<file path="config.mk">
export PLATFORM = sky130hd
export DESIGN_NAME = inv_sub_shift_serial
export DESIGN_NICKNAME = d
export VERILOG_FILES = /design/src/rtl/aes_pkg.sv /design/src/rtl/invSubBytes.sv /design/src/rtl/inv_sub_shift_serial.sv
export SDC_FILE = /design/constraint.sdc
export NUM_CORES = 1
export LEC_CHECK = 0
export BUFFER_PORTS_ARGS = -buffer_cell sky130_fd_sc_hd__buf_2
export CORE_AREA = 10 10 222 203
export CTS_CLUSTER_DIAMETER = 150
export CTS_CLUSTER_SIZE = 12
export DETAILED_ROUTE_END_ITERATION = 8
export DIE_AREA = 0 0 232 213
export REMOVE_ABC_BUFFERS = 1
export SLEW_MARGIN = 25
export SYNTH_ARGS = -nofsm -noshare
export SYNTH_HDL_FRONTEND = slang
export SYNTH_SLANG_ARGS = --single-unit
</file>
<file path="constraint.sdc">
create_clock -name clk -period 9.4 [get_ports clk]
set_clock_uncertainty 0.1 [all_clocks]
set_input_delay 0.47 -clock clk [delete_from_list [all_inputs] [get_ports clk]]
set_output_delay 0.47 -clock clk [all_outputs]
set_load 0.05 [all_outputs]
</file>
<file path="src/rtl/aes_pkg.sv">
// Shared AES decryption-datapath definitions: state width, FSM encoding and
// the InvShiftRows byte mapping used by both the serial and parallel blocks.
package aes_pkg;

  localparam int AES_STATE_W = 128;
  localparam int AES_BYTES   = 16;

  typedef enum logic [1:0] {
    IDLE,
    RUN,
    DONE
  } inv_ss_state_t;

  // InvShiftRows moves byte (row r, column c) to column (c + r) mod 4 of the
  // same row. With k = r + 4c the column sits in k[3:2] and the row in k[1:0],
  // so the 2-bit add wraps mod 4 for free.
  function automatic logic [3:0] inv_shift_dst(input logic [3:0] k);
    logic [1:0] r;
    logic [1:0] c;
    r = k[1:0];
    c = k[3:2];
    return {c + r, r};
  endfunction

endpackage

</file>
<file path="src/rtl/invSubBytes.sv">
// Combinational AES inverse S-box: one byte in, its InvSubBytes image out.
module invSubBytes (
  input  logic [7:0] data,
  output logic [7:0] result
);

  localparam logic [7:0] INV_SBOX [0:255] = '{
    8'h52, 8'h09, 8'h6a, 8'hd5, 8'h30, 8'h36, 8'ha5, 8'h38, 8'hbf, 8'h40, 8'ha3, 8'h9e, 8'h81, 8'hf3, 8'hd7, 8'hfb,
    8'h7c, 8'he3, 8'h39, 8'h82, 8'h9b, 8'h2f, 8'hff, 8'h87, 8'h34, 8'h8e, 8'h43, 8'h44, 8'hc4, 8'hde, 8'he9, 8'hcb,
    8'h54, 8'h7b, 8'h94, 8'h32, 8'ha6, 8'hc2, 8'h23, 8'h3d, 8'hee, 8'h4c, 8'h95, 8'h0b, 8'h42, 8'hfa, 8'hc3, 8'h4e,
    8'h08, 8'h2e, 8'ha1, 8'h66, 8'h28, 8'hd9, 8'h24, 8'hb2, 8'h76, 8'h5b, 8'ha2, 8'h49, 8'h6d, 8'h8b, 8'hd1, 8'h25,
    8'h72, 8'hf8, 8'hf6, 8'h64, 8'h86, 8'h68, 8'h98, 8'h16, 8'hd4, 8'ha4, 8'h5c, 8'hcc, 8'h5d, 8'h65, 8'hb6, 8'h92,
    8'h6c, 8'h70, 8'h48, 8'h50, 8'hfd, 8'hed, 8'hb9, 8'hda, 8'h5e, 8'h15, 8'h46, 8'h57, 8'ha7, 8'h8d, 8'h9d, 8'h84,
    8'h90, 8'hd8, 8'hab, 8'h00, 8'h8c, 8'hbc, 8'hd3, 8'h0a, 8'hf7, 8'he4, 8'h58, 8'h05, 8'hb8, 8'hb3, 8'h45, 8'h06,
    8'hd0, 8'h2c, 8'h1e, 8'h8f, 8'hca, 8'h3f, 8'h0f, 8'h02, 8'hc1, 8'haf, 8'hbd, 8'h03, 8'h01, 8'h13, 8'h8a, 8'h6b,
    8'h3a, 8'h91, 8'h11, 8'h41, 8'h4f, 8'h67, 8'hdc, 8'hea, 8'h97, 8'hf2, 8'hcf, 8'hce, 8'hf0, 8'hb4, 8'he6, 8'h73,
    8'h96, 8'hac, 8'h74, 8'h22, 8'he7, 8'had, 8'h35, 8'h85, 8'he2, 8'hf9, 8'h37, 8'he8, 8'h1c, 8'h75, 8'hdf, 8'h6e,
    8'h47, 8'hf1, 8'h1a, 8'h71, 8'h1d, 8'h29, 8'hc5, 8'h89, 8'h6f, 8'hb7, 8'h62, 8'h0e, 8'haa, 8'h18, 8'hbe, 8'h1b,
    8'hfc, 8'h56, 8'h3e, 8'h4b, 8'hc6, 8'hd2, 8'h79, 8'h20, 8'h9a, 8'hdb, 8'hc0, 8'hfe, 8'h78, 8'hcd, 8'h5a, 8'hf4,
    8'h1f, 8'hdd, 8'ha8, 8'h33, 8'h88, 8'h07, 8'hc7, 8'h31, 8'hb1, 8'h12, 8'h10, 8'h59, 8'h27, 8'h80, 8'hec, 8'h5f,
    8'h60, 8'h51, 8'h7f, 8'ha9, 8'h19, 8'hb5, 8'h4a, 8'h0d, 8'h2d, 8'he5, 8'h7a, 8'h9f, 8'h93, 8'hc9, 8'h9c, 8'hef,
    8'ha0, 8'he0, 8'h3b, 8'h4d, 8'hae, 8'h2a, 8'hf5, 8'hb0, 8'hc8, 8'heb, 8'hbb, 8'h3c, 8'h83, 8'h53, 8'h99, 8'h61,
    8'h17, 8'h2b, 8'h04, 8'h7e, 8'hba, 8'h77, 8'hd6, 8'h26, 8'he1, 8'h69, 8'h14, 8'h63, 8'h55, 8'h21, 8'h0c, 8'h7d
  };

  assign result = INV_SBOX[data];

endmodule

</file>
<file path="src/rtl/inv_sub_shift_serial.sv">
// Byte-serial InvShiftRows + InvSubBytes: one captured state is pushed byte by
// byte through a single inverse S-box, each result landing at its
// InvShiftRows destination, then handed downstream over valid/ready.
module inv_sub_shift_serial
  import aes_pkg::*;
(
  input  logic                   clk,
  input  logic                   reset,
  input  logic [AES_STATE_W-1:0] in_data,
  input  logic                   in_valid,
  output logic                   in_ready,
  output logic [AES_STATE_W-1:0] out_data,
  output logic                   out_valid,
  input  logic                   out_ready
);

  inv_ss_state_t          state;
  inv_ss_state_t          state_next;
  logic [3:0]             cnt;
  logic [AES_STATE_W-1:0] state_q;
  logic [AES_STATE_W-1:0] out_q;
  logic                   in_ready_q;
  logic                   out_valid_q;
  logic                   accept;
  logic [7:0]             sub_in;
  logic [7:0]             sub_out;
  logic [3:0]             dst;

  assign accept    = in_valid && in_ready_q;
  assign dst       = inv_shift_dst(cnt);
  assign in_ready  = in_ready_q;
  assign out_valid = out_valid_q;
  assign out_data  = out_q;

  // Pick source byte cnt out of the captured state for the shared S-box.
  always_comb begin
    sub_in = '0;
    for (int i = 0; i < AES_BYTES; i++) begin
      if (4'(i) == cnt) begin
        sub_in = state_q[AES_STATE_W-1-8*i -: 8];
      end
    end
  end

  invSubBytes u_inv_sub_bytes (
    .data   (sub_in),
    .result (sub_out)
  );

  // Next-state logic: accept in IDLE, 16 byte cycles in RUN, hold in DONE.
  always_comb begin
    state_next = state;
    case (state)
      IDLE:    if (accept) state_next = RUN;
      RUN:     if (cnt == 4'd15) state_next = DONE;
      DONE:    if (out_ready) state_next = IDLE;
      default: state_next = IDLE;
    endcase
  end

  // State register plus handshake flags decoded from the next state, so they
  // are registered yet line up exactly with the state they describe.
  always_ff @(posedge clk) begin
    if (reset) begin
      state       <= IDLE;
      in_ready_q  <= 1'b1;
      out_valid_q <= 1'b0;
    end else begin
      state       <= state_next;
      in_ready_q  <= (state_next == IDLE);
      out_valid_q <= (state_next == DONE);
    end
  end

  // Capture the incoming state and step the byte counter; the counter only
  // wraps 15 -> 0 on the cycle RUN hands over to DONE.
  always_ff @(posedge clk) begin
    if (reset) begin
      state_q <= '0;
      cnt     <= '0;
    end else if (accept) begin
      state_q <= in_data;
      cnt     <= '0;
    end else if (state == RUN) begin
      cnt <= cnt + 4'd1;
    end
  end

  // Write each substituted byte into its InvShiftRows slot of the result.
  always_ff @(posedge clk) begin
    if (reset) begin
      out_q <= '0;
    end else if (state == RUN) begin
      for (int i = 0; i < AES_BYTES; i++) begin
        if (4'(i) == dst) begin
          out_q[AES_STATE_W-1-8*i -: 8] <= sub_out;
        end
      end
    end
  end

endmodule

</file>
# After elaboration in Yosys (flattened, before gate mapping)
# Memories as Yosys holds them, arrays and structs flattened.
# Cells that the tools add are included.
# word_totals
inputBits	132
memories	1
reg_bits	264
output_inout_bits	130
romBits	2048
# classes
eq_ne	34
bitwise_logic	1
n_reduce_logical	22
muxes	22
n_lt_le_gt_ge	1
addsub	2
# memory_table
memory	depth	word_bits	rd	rd_ports_with_merged_regs	wr	line	text
(no name shown)	256	8	1	0	0	invSubBytes.sv:26	assign result = INV_SBOX[data];
# ops
op	count
8-bit two-way mux	18
4-bit == test, first input constant	16
3-bit by 4-bit == test with 1-bit output, first input constant	8
2-bit AND reduction	16
2-bit by 4-bit == test with 1-bit output, first input constant	4
9-bit greater-or-equal comparator, second input constant	1
8-bit inverter with 9-bit output	1
1-bit by 4-bit == test with 1-bit output, first input constant	2
4-bit logical NOT	2
2-bit two-way mux	3
2-bit one-hot mux with 3 select lines	1
4-bit by 1-bit adder with 4-bit output, second input constant	1
2-bit == test, second input constant	2
4-bit == test, second input constant	1
2-bit logical NOT	2
2-bit adder	1
2-bit by 1-bit == test with 1-bit output, second input constant	1
2-bit OR reduction	1
1-bit logical AND	1

# Logic depth before layout (Yosys ltp)
# logic_depth
ltp_word	21
mapped_depth	22

# Hierarchy
# A second synthesis with hierarchy kept.
# hier_totals
hier_cells	1847
area_unflattened_um2	14286.2
# by_module_without_submodules
module	seq_area_each_um2	cells_per_inst	area_each_um2	n_inst
inv_sub_shift_serial	5285.1	1302	10918.0	1
invSubBytes	0.0	545	3368.2	1

# Least setup slack after synthesis
# No wires, ideal clock.
# synth_timing
path_type	register to register
from	register cnt[0]
to	register out_q[121], in the netlist out_data[121]
setup_time_ps	145
stages_incl_launch_ff	20
synth_period_minus_slack_ps	4462
t_required_ps	9155
path_slack_ps	4938
arrival_ps	4217
cell_sequence	dfxtp_1 > inv_1 > ha_1 > buf_2 > buf_2 > buf_2 > o21ai_0 > o21ai_0 > a41oi_1 > o21ai_1 > nor2_1 > clkbuf_1 > ha_1 > clkbuf_1 > o22ai_1 > o311a_1 > a311o_1 > a22oi_4 > buf_6 > a211oi_2
# synth_via
elab_chain_cells	21
# synth_rtl
item	line	text
start, declared	inv_sub_shift_serial.sv:19	logic [3:0] cnt;
start signal, assigned	inv_sub_shift_serial.sv:85	cnt <= cnt + 4'd1;
4-bit logical NOT	inv_sub_shift_serial.sv:39	if (4'(i) == cnt) begin
8-bit two-way mux (16 in a row)	inv_sub_shift_serial.sv:39	
8-bit inverter with 9-bit output (implied by the code)	invSubBytes.sv:26	
memory 256 x 8 bit	--	
8-bit two-way mux (implied by the code) (2 in a row)	invSubBytes.sv:26	
end signal, assigned by index	inv_sub_shift_serial.sv:96	out_q[AES_STATE_W-1-8*i -: 8] <= sub_out;
end, declared	inv_sub_shift_serial.sv:21	logic [AES_STATE_W-1:0] out_q;
# Several ways; a longest one is shown, not always the timed one. The select of a mux whose other input is x is not followed.
# A chain may end at the register's enable or synchronous reset.

# Final worst setup path
# layout_timing
from	register cnt[0]
to	register out_q[69], in the netlist out_data[69]
# Same word-level chain as after synthesis.

==> results.txt <==
The run finished with clean final reports. The via count of the first global-routing pass is 15272. The finished cells cover 17000 um2. The wire length of the first global-routing pass is 93300 um. Using the TritonRoute via totals, the vias-per-cell ratio works out to 5.95.

The startpoint identified for the worst hold timing path is in_data[105]. The remaining max-slew budget at the tightest pin came out at 32.5%. The worst setup path is captured at a flop. The initial core utilization is 37.5%. The top-level port count came out at 262. Leaving out fill and tap cells, the most frequent cell in the layout is sky130_fd_sc_hd__nand2_1. The overall routed net length came out at 61200 um. The remaining antenna violation count after routing is 0. STA classifies the critical path startpoint as a flop. The number of iterations in the first detailed-routing pass came out at 6. Sequential cells account for 41.8% of the total power. The pin count of the biggest net entering global routing is 104.

During synthesis, Yosys emitted a total of 0 warnings. In this run, the combinational gates consume 27.5% of the power. The type of the setup path with the least slack is reg2reg. The die width came out at 232 um. For this run, the leading register cell type out of synthesis is sky130_fd_sc_hd__dfxtp_1. The hold violation total from the final report was 0.

Across the VDD grid, the largest voltage drop is 0.000128 V. The final instance count without filler cells came out at 2609. The reported max-cap violation count came out at 0. Summing every instance area after synthesis gives 15100 um2. The portion of the post-synthesis area used by sequential elements came out at 35.0%.

The total negative slack for setup checks came out at 0 ns. The buffers inserted during post-CTS setup optimization came out at 0. The number of nets in the layout came out at 2228. Internal power comes to 1.86 mW. The average detailed-routed wire length per instance came out at 23.5 um. The detailed-route DRC error count came out at 0. Of all nets on the critical path, the largest fanout is 34. The post-synthesis async set-or-reset flop share came out at 0%. At the pin with the least slew margin, the transition time is 1.01 ns.

The ratio of cells with drive above 1 in the final layout came out at 20.8%. The number of instances resized during post-cts repair came out at 0. The via total after detailed routing is 15528. The data required time at the worst endpoint is 9.74 ns. The setup-violating endpoint count in the final report came out at 0. Counting tap cells, the placed design contains a total of 2583 instances. In this run the standard cell core region covers 40300 um2. The data arrival time of the critical path is 6.92 ns. The critical path starts at cnt[0]$_SDFFE_PP0P_. The largest total area in the synthesized netlist belongs to sky130_fd_sc_hd__dfxtp_1. The final design utilization came out at 42.3%. By area the synthesized netlist is led by sky130_fd_sc_hd__dfxtp_1 (35%), sky130_fd_sc_hd__nand2_1 (8.8%), sky130_fd_sc_hd__a21oi_1 (7.4%).

The global-route usage over all layers came out at 23.7%. The number of buffers created by CTS came out at 25. The switching fraction of total power came out at 34.5%.

The number of buffers added on ports came out at 261. The clock insertion delay at the later pin of the skew report is 0.53 ns. CTS built an H-tree with a depth of 1. TritonCTS built the clock tree. The final estimated routing congestion in global placement is 1.02. The post-layout total power is 2.84 mW.

The synthesized netlist contains 106 unique library cells. The initial antenna violation count is 1. The flop and latch count out of synthesis is 264. The half-perimeter wire length after placement came out at 43300 um. The height of the die is 213 um. The number of placement rows is 70.

The reg-to-reg critical path startpoint is cnt[0]$_SDFFE_PP0P_. Leaving out fill and tap cells, the most frequent cells in the layout are sky130_fd_sc_hd__nand2_1 (353), sky130_fd_sc_hd__dfxtp_1 (264), sky130_fd_sc_hd__buf_2 (260). After detailed placement, the total cell area comes to 16400 um2.

The power density relative to cell area is 167 nW/um2. The master of the slowest instance on the critical path is sky130_fd_sc_hd__ha_1. The clock transition at the register clock pins on the worst setup and hold paths after CTS is 0.06 ns. The post-placement worst setup slack came out at 3.09 ns. The share of the clock period used by the worst path after layout is 70.0%. The upper clock frequency limit came out at 0.152 GHz.

In this run, post-CTS hold repair placed 0 buffers. The gate count of the mapped netlist is 1937. The final setup slack of the worst path is 2.82 ns. Counting along the longest clock path gives a buffer depth of 3.

The most numerous cell type found on the critical path is sky130_fd_sc_hd__buf_4. The final hold slack came out at 0.0772 ns. Clock tree synthesis found a total of 264 sinks. The area share of the largest cell type after synthesis is 35.0%.

Setup repair after global routing left no endpoint under its margin. The type of the tightest min-delay check is in2reg. The smallest clock period supported by the final layout is computed as 6.58 ns. The leakage dissipation came out at 6.25 nW. The detailed router's first-iteration violation count is 1854.

The final antenna diode count is 0. The tree is rooted in a sky130_fd_sc_hd__clkbuf_16. The number of enable-type register cells in the synthesized netlist is 0. The switching component of the power came out at 978 uW. The mean area per synthesized cell came out at 7.81 um2.

The area enclosed by the die boundary came out at 49400 um2. Summed over all layers, the global routing overflow is 0. In this design, the stage delay of the slowest critical-path cell is 0.76 ns. The clock power share came out at 30.6%. The final max-slew violation count is 0. The critical path goes through inv_1, ha_2, buf_4, nand2b_1, nor3_1, o31ai_1, and2_1, buf_4, nand2_2, inv_2, ha_1, o311ai_0, a31oi_1, nor4_1, a31oi_1, o2111ai_1, buf_4, o21ai_0. The synthesis-to-layout area growth is 12.6%.
==> power by group through the flow <==
stage | sequential (mW) | clock (mW) | combinational (mW)
floorplan | 1.23 | 0 | 0.443
global placement | 1.21 | 0 | 0.760
detailed placement | 1.21 | 0 | 0.757
CTS | 1.19 | 0.888 | 0.759
global route | 1.19 | 0.932 | 0.830
finish | 1.19 | 0.868 | 0.781
==> cells in the mapped netlist, types with 21 or more instances <==
cell,count
sky130_fd_sc_hd__a211oi_1,65
sky130_fd_sc_hd__a211oi_2,46
sky130_fd_sc_hd__a21oi_1,224
sky130_fd_sc_hd__a31oi_1,21
sky130_fd_sc_hd__buf_2,50
sky130_fd_sc_hd__buf_6,21
sky130_fd_sc_hd__clkbuf_1,98
sky130_fd_sc_hd__dfxtp_1,264
sky130_fd_sc_hd__ha_1,25
sky130_fd_sc_hd__inv_1,27
sky130_fd_sc_hd__nand2_1,354
sky130_fd_sc_hd__nand3_1,34
sky130_fd_sc_hd__nand3b_1,51
sky130_fd_sc_hd__nor2_1,178
sky130_fd_sc_hd__nor3_1,29
sky130_fd_sc_hd__o211ai_1,26
sky130_fd_sc_hd__o21ai_0,68
sky130_fd_sc_hd__o21ai_1,33
==> sequential cells by signal, summed over array words and instances, names as in the netlist <==
signal and flops:
out_valid 1, out_data 128, in_ready 1, cnt 4
state_q 128, state 2
==> layer usage <==
metal	vias to the layer above	track usage, %	part of all wire (%)
met2	728	37.1	45
met3	129	4.98	8.9
met5	-	0	0.013
li1	7227	-	-
met1	7442	32.0	43
met4	2	7.45	2.8
==> critical path, delay by kind of cell, from the launching register on <==
| family | cells | cell delay, ns |
|---|---|---|
| DFF | 1 | 0.38 |
| buffers and inverters | 5 | 1.82 |
| AOI/OAI and AO/OA | 6 | 1.83 |
| adders and majority gates | 2 | 1.41 |
| and+or+nand+nor | 5 | 0.89 |
==> logic make-up after synthesis <==
kind of cell / count (synthesis) / synth area share [%]
AOI/OAI and AO/OA: 680 / 32.5
xor gates and xnor gates: 7 / 0.405
adders and majority gates: 25 / 2.07
buffers and inverters: 224 / 7.65
DFF: 264 / 35.0
muxes: 14 / 0.976
and+or+nand+nor: 723 / 21.5
==> final timing paths <==
| kind | depth (start not counted) | slack, ns | to |
|---|---|---|---|
| max | 18 | 2.82 | out_data[69]$_SDFFE_PP0P_ |
| min | 3 | 0.08 | state_q[105]$_SDFFE_PP0P_ |
| max reg2reg | 18 | 2.82 | out_data[69]$_SDFFE_PP0P_ |
| min reg2reg | 2 | 0.35 | state_q[24]$_SDFFE_PP0P_ |
==> layout make-up <==
class	instances	area, um2
fillers	4194	23300
inverters	32	120
repair buffers	299	1610
clock buffers	25	626
multi-input cells	1449	8710
flip-flops and latches	264	5290
well taps	540	676
Note: power is estimated with default switching activity, not from simulation.
